==> config.mk <==
export PLATFORM = sky130hd
export DESIGN_NAME = pipe_stage_gen
export DESIGN_NICKNAME = d
export VERILOG_FILES = /design/src/rtl/pipe_stage_gen.sv
export SDC_FILE = /design/constraint.sdc
export NUM_CORES = 1
export LEC_CHECK = 0
export ABC_AREA = 1
export BUFFER_PORTS_ARGS = -buffer_cell sky130_fd_sc_hd__buf_2
export CORE_ASPECT_RATIO = 0.6
export CORE_MARGIN = 2
export CORE_UTILIZATION = 30
export CTS_CLUSTER_SIZE = 28
export DETAILED_ROUTE_END_ITERATION = 10
export PLACE_DENSITY_LB_ADDON = 0.08
export SYNTH_ARGS = -nofsm -noshare
export SYNTH_HDL_FRONTEND = slang
export SYNTH_SLANG_ARGS = --single-unit
==> constraint.sdc <==
create_clock -name clk -period 3.9 [get_ports clk]
set_clock_uncertainty 0.05 [all_clocks]
set_input_delay 0.78 -clock clk [delete_from_list [all_inputs] [get_ports clk]]
set_output_delay 0.78 -clock clk [all_outputs]
set_load 0.1 [all_outputs]
==> src/rtl/pipe_stage_gen.sv <==
// Chained pipeline latch for EX/MEM and later stage boundaries. Each stage can hold,
// flush to a bubble or advance. The block also provides a youngest-first forwarding
// lookup and saturating stall and bubble counters.
module pipe_stage_gen #(
  parameter int DATA_W   = 32,
  parameter int ADDR_W   = 5,
  parameter int CTRL_W   = 5,
  parameter int REGW_BIT = 0,
  parameter int STAGES   = 1,
  parameter int CNT_W    = 16
) (
  input  logic              clk,
  input  logic              rst,
  input  logic              stall,
  input  logic              flush,
  input  logic              in_valid,
  input  logic [DATA_W-1:0] in_alu,
  input  logic [DATA_W-1:0] in_wdata,
  input  logic [ADDR_W-1:0] in_dst,
  input  logic [CTRL_W-1:0] in_ctrl,
  output logic              out_valid,
  output logic [DATA_W-1:0] out_alu,
  output logic [DATA_W-1:0] out_wdata,
  output logic [ADDR_W-1:0] out_dst,
  output logic [CTRL_W-1:0] out_ctrl,
  input  logic [ADDR_W-1:0] src_a,
  input  logic [ADDR_W-1:0] src_b,
  output logic              fwd_a_hit,
  output logic              fwd_b_hit,
  output logic [DATA_W-1:0] fwd_a_data,
  output logic [DATA_W-1:0] fwd_b_data,
  output logic [CNT_W-1:0]  stall_cnt,
  output logic [CNT_W-1:0]  bubble_cnt
);

  // Handshake: in_valid marks a real instruction. There is no ready signal. stall is the
  // only back-pressure, and the upstream stage must hold its inputs while stall is high.
  localparam logic [CNT_W-1:0] CNT_ONE = {{(CNT_W-1){1'b0}}, 1'b1};

  logic              r_valid [STAGES];
  logic [DATA_W-1:0] r_alu   [STAGES];
  logic [DATA_W-1:0] r_wdata [STAGES];
  logic [ADDR_W-1:0] r_dst   [STAGES];
  logic [CTRL_W-1:0] r_ctrl  [STAGES];
  logic [CNT_W-1:0]  r_stall_cnt;
  logic [CNT_W-1:0]  r_bubble_cnt;

  logic              w_advance;
  logic              w_bubble_evt;

  assign w_advance    = !flush && !stall;
  assign w_bubble_evt = flush || (w_advance && !in_valid);

  always_ff @(posedge clk) begin
    if (rst || flush) begin
      for (int k = 0; k < STAGES; k++) begin
        r_valid[k] <= 1'b0;
        r_alu[k]   <= '0;
        r_wdata[k] <= '0;
        r_dst[k]   <= '0;
        r_ctrl[k]  <= '0;
      end
    end else if (w_advance) begin
      // A bubble still captures data and dst. ctrl is forced to zero so nothing can leak.
      r_valid[0] <= in_valid;
      r_alu[0]   <= in_alu;
      r_wdata[0] <= in_wdata;
      r_dst[0]   <= in_dst;
      r_ctrl[0]  <= in_valid ? in_ctrl : '0;
      for (int k = 1; k < STAGES; k++) begin
        r_valid[k] <= r_valid[k-1];
        r_alu[k]   <= r_alu[k-1];
        r_wdata[k] <= r_wdata[k-1];
        r_dst[k]   <= r_dst[k-1];
        r_ctrl[k]  <= r_ctrl[k-1];
      end
    end
  end

  always_ff @(posedge clk) begin
    if (rst) begin
      r_stall_cnt  <= '0;
      r_bubble_cnt <= '0;
    end else begin
      if (stall && !flush && !(&r_stall_cnt)) begin
        r_stall_cnt <= r_stall_cnt + CNT_ONE;
      end
      if (w_bubble_evt && !(&r_bubble_cnt)) begin
        r_bubble_cnt <= r_bubble_cnt + CNT_ONE;
      end
    end
  end

  // Scan from oldest to youngest so the youngest matching stage wins.
  always_comb begin
    fwd_a_hit  = 1'b0;
    fwd_b_hit  = 1'b0;
    fwd_a_data = '0;
    fwd_b_data = '0;
    for (int k = STAGES - 1; k >= 0; k--) begin
      if (r_valid[k] && r_ctrl[k][REGW_BIT] && (r_dst[k] == src_a) && (src_a != '0)) begin
        fwd_a_hit  = 1'b1;
        fwd_a_data = r_alu[k];
      end
      if (r_valid[k] && r_ctrl[k][REGW_BIT] && (r_dst[k] == src_b) && (src_b != '0)) begin
        fwd_b_hit  = 1'b1;
        fwd_b_data = r_alu[k];
      end
    end
  end

  assign out_valid  = r_valid[STAGES-1];
  assign out_alu    = r_alu[STAGES-1];
  assign out_wdata  = r_wdata[STAGES-1];
  assign out_dst    = r_dst[STAGES-1];
  assign out_ctrl   = r_ctrl[STAGES-1];
  assign stall_cnt  = r_stall_cnt;
  assign bubble_cnt = r_bubble_cnt;

endmodule
* Word-level counts from Yosys, hierarchy flattened *
Memories as Yosys holds them, arrays and structs flattened.
Index checks and enable logic that the tools add are counted.

word-level totals
  bits in registers = 32
  memory bits (writable) = 75
  bits of input ports = 89
  logic and storage cells = 57
  memories = 5

memories
  memory   depth  width  rd ports  clocked after Yosys merged registers in  wr ports  RTL line  text
  r_alu    1      32     1         0                                        1         41        logic [DATA_W-1:0] r_alu [STAGES];
  r_wdata  1      32     1         0                                        1         42        logic [DATA_W-1:0] r_wdata [STAGES];
  r_ctrl   1      5      1         0                                        1         44        logic [CTRL_W-1:0] r_ctrl [STAGES];
  r_dst    1      5      1         0                                        1         43        logic [ADDR_W-1:0] r_dst [STAGES];
  r_valid  1      1      1         0                                        1         40        logic r_valid [STAGES];

cells by class
  $add $sub $neg = 2
  equality and inequality tests = 2
  multiplexer cells = 20
  reduce and logical (&&, ||, !) cells = 26

operator list
  operator                 count
  $mux W32                 4
  $reduce_or A32 Y1        2
  $add A16 B1 Y16 const B  2
  $reduce_and A16 Y1       2
  $mux W5                  3
  $mux W1                  13
  $eq A5 B5 Y1             2
  $logic_and A1 B1 Y1      10
  $reduce_bool A5 Y1       2
  $reduce_or A5 Y1         2
  $logic_not A1 Y1         5
  $logic_or A1 B1 Y1       2
  $reduce_or A1 Y1         1

* Logic depth before layout (Yosys ltp) *
  depth after elaboration = 7
  depth in mapped cells = 9

* Worst setup path after synthesis *
OpenSTA, ideal clock, no wires.

  path kind = flip-flop to output port
  from = memory r_dst[0][0]
  to = output fwd_a_data[26]
  arrival time = 3.701 ns
  data required time = 3.070 ns
  slack = -0.631 ns
  cell stages (with the launch flop) = 8
  cells stage by stage = edfxtp_1 inv_2 nand2_1 nand2_1 a21oi_2 nand3b_2 buf_6 nor3_1

on the way
  cells in the longest elaborated chain, start to end = 5

ends and longest elaborated chain
  element                           RTL line  text
  from (decl)                       43
  $mem_v2 Z1 W5                     -
  $eq A5 B5 Y1                      101       if (r_valid[k] && r_ctrl[k][REGW_BIT] && (r_dst[k] == src_a) && (src_a != '0)) begin
  $logic_and A1 B1 Y1 (2 in a row)  101
  $mux W32                          101
  to (decl)                         30        output logic [DATA_W-1:0] fwd_a_data,

Every way passes these cells.

* Final worst setup path *
  from = memory r_dst[0][1]
  to = output fwd_a_data[13]

The elaborated chain is that of the path after synthesis.

==> run metrics <==
FF-to-FF Start=bubble_cnt[0]$_SDFFE_PP0P_; critical path required time=3.07 ns; Mapped Area=5580 um^2; DRT Pass-1 Iters=4; #FFs+latches synth=107; Die Height=110 um; dpl hpwl=13.3 mm; Final Cycle Share=0.809; Worst-Skew Late Latency=0.35 ns; Pwr per Cell Area=346 nW/um^2; CTS Buf Count=9; crit-path max FO=27; vias per inst=4.20; Distinct cells, synth=35; # rows=38; min Tclk post-route=3.15 ns; Setup crit start=r_dst[0][1]$_SDFFCE_PP0P_; Layout Nets=1,043; CP endpoint kind=output pin; Initial Util=0.307; final wirelength=16.9 mm; Synth Warn #=0; Final Util=0.465; CTS tree=yes; CP Data Arrival Time=2.32 ns; global route total overflow=0; Hold Fails Final Rpt=0; RSZ-0062 raised after global routing=false; antenna violations before repair=2; routed len/inst=14.1 um; Worst-path clk slew=0.08 ns; root buffer cell=clkbuf_16; post-route ant nets=0; Synth area leaders=edfxtp_1 (40%), nor2_1 (12%), dfxtp_1 (11%); DRT iter0 DRCs=260; CP Launch Type=register; Crit Path Category=register to output pin; # hold bufs at CTS=0; H-tree levels=3; fraction of layout cells with a size suffix above 1=0.340; largest net degree at the start of global routing=38; max-cap violation count=0; # clock sinks=107; Port Buf Inserts=261; clock buffer depth=2; Worst Hold Slack=0.483 ns; core area=18,200 um^2; hold wc startpoint=bubble_cnt[14]$_SDFFE_PP0P_; Mapped Nets=785; Final setup viols=0; post-cts sizing count=0; global-route wire length before repair=25.6 mm; Via Count=5,040; Synth Instances=694; # IOs=262; die width=180 um; status=complete, no violations; DP Area=8130 um^2; Slew HR=0.656; share of the synthesized area in the top cell type=0.404; Setup Buffers After CTS=0; Worst Tran Pin Value=0.519 ns; mean post-synth cell area=8.04 um^2; Slew Limit Fails=0; vias in the first global route=4,497; Post-route DRC=0; peak supply drop=0.232 mV; largest area contributor in the netlist=edfxtp_1; sequential cell area fraction in the yosys report=0.519; area growth from synthesis to final layout=51.3%; static leakage=4.17 nW; r2r setup slk=2.23 ns; fmax=0.317 GHz; GPL Wtd Cong=0.867; Die ar.=19,700 um^2; HP Class=register to register; fin area=8440 um^2; Global Route Usage Sum=0.167
cell families (layout without fill, tap and decap cells):
kind of cell / count (synthesis) / after routing / share of synthesized area
XOR/XNOR: 7 / 7 / 0.0110
flip-flops: 107 / 107 / 0.519
AO/OA/AOI/OAI: 34 / 34 / 0.0359
adder cells (fa/ha/maj): 2 / 2 / 0.00449
other: 0 / 3 / 0
buffers and inverters: 183 / 446 / 0.136
AND/OR/NAND/NOR: 361 / 361 / 0.294
critical path, stage by stage (launching register included):
cell and delay [ns]:
edfxtp_1 0.48, inv_1 0.12, nand2_1 0.07, a21oi_2 0.15, nand3b_2 0.22, buf_4 0.31
nor3_1 0.38, buf_12 0.23
sequential cells by signal, indices dropped and copies added (netlist names):
name and count:
r_alu 32, r_dst 5, r_valid 1, r_ctrl 5
r_wdata 32, stall_cnt 16, bubble_cnt 16
area by class of cell:
class	instances	area (um^2)
Clock inverter	7	78.8
Clock buffer	9	225
Inverter	162	613
Fill cell	1807	9720
Timing Repair Buffer	268	2370
Antenna cell	3	7.51
Multi-Input combinational cell	404	1950
Sequential cell	107	2890
Tap cell	240	300
placed cells by master (no fill, tap or decap), types with 7 or more instances in the layout:
| master | n |
|---|---|
| edfxtp_1 | 75 |
| nor3_1 | 24 |
| inv_1 | 157 |
| nor2_4 | 7 |
| a21oi_1 | 19 |
| nor3_2 | 9 |
| buf_12 | 68 |
| dfxtp_1 | 32 |
| buf_2 | 196 |
| nor2_1 | 180 |
| clkbuf_16 | 9 |
| nand2_1 | 82 |
| nand3_1 | 35 |
worst paths after layout:
| kind | cells past startpoint | end |
|---|---|---|
| max | 7 | fwd_a_data[13] |
| min | 2 | bubble_cnt[14]$_SDFFE_PP0P_ |
| max reg2reg | 8 | bubble_cnt[8]$_SDFFE_PP0P_ |
| min reg2reg | 2 | bubble_cnt[14]$_SDFFE_PP0P_ |
per-layer routing:
metal / part of all wire / up-vias / GRT usage / wire length, um
met4: 0.017 / 2 / 0.0461 / 284
met1: 0.48 / 2197 / 0.233 / 8150
li1: - / 2643 / - / -
met5: 0.00065 / - / 0 / 11
met2: 0.42 / 179 / 0.244 / 7170
met3: 0.076 / 19 / 0.0583 / 1280
where the power goes:
group | internal (W) | switching, W
registers | 0.00127 | 0.0000333
logic | 0.000113 | 0.000561
clock network | 0.000466 | 0.000478
total | 0.00185 | 0.00107
through the flow:
step	TNS (ns)	total power [W]	setup WS, ns	std cells
6_report	0	0.00292	0.746	1200
5_1_grt	0	0.00304	0.587	1198
4_1_cts	0	0.00297	0.722	1197
3_5_place_dp	0	0.00201	0.747	1181
3_3_place_gp	0	0.00201	0.770	1181
2_1_floorplan	-13.72	0.00186	-0.611	694
synth_stat cells:
master      n
edfxtp_1   75
nand2_4     2
nor2_2      4
buf_2       8
a21oi_1    19
nand2_1    83
nor3_1     25
clkinv_4    1
o21bai_1    2
nand2_2     4
buf_4       1
nand3_4     1
buf_6       7
nand3_2     2
clkbuf_1    5
xor2_1      4
ha_1        2
nor2_4      7
clkinv_1    1
o22ai_1     2
dfxtp_1    32
nand4_1     5
inv_2       3
o21ai_1     5
nand3_1    36
nand3b_2    1
a21oi_2     3
nand4_4     1
o21ai_4     1
o21ai_0     2
nor3_2      8
nor2_1    180
inv_1     157
nand3b_1    2
xnor2_1     3
No activity file was read; power rests on OpenSTA's default activity.
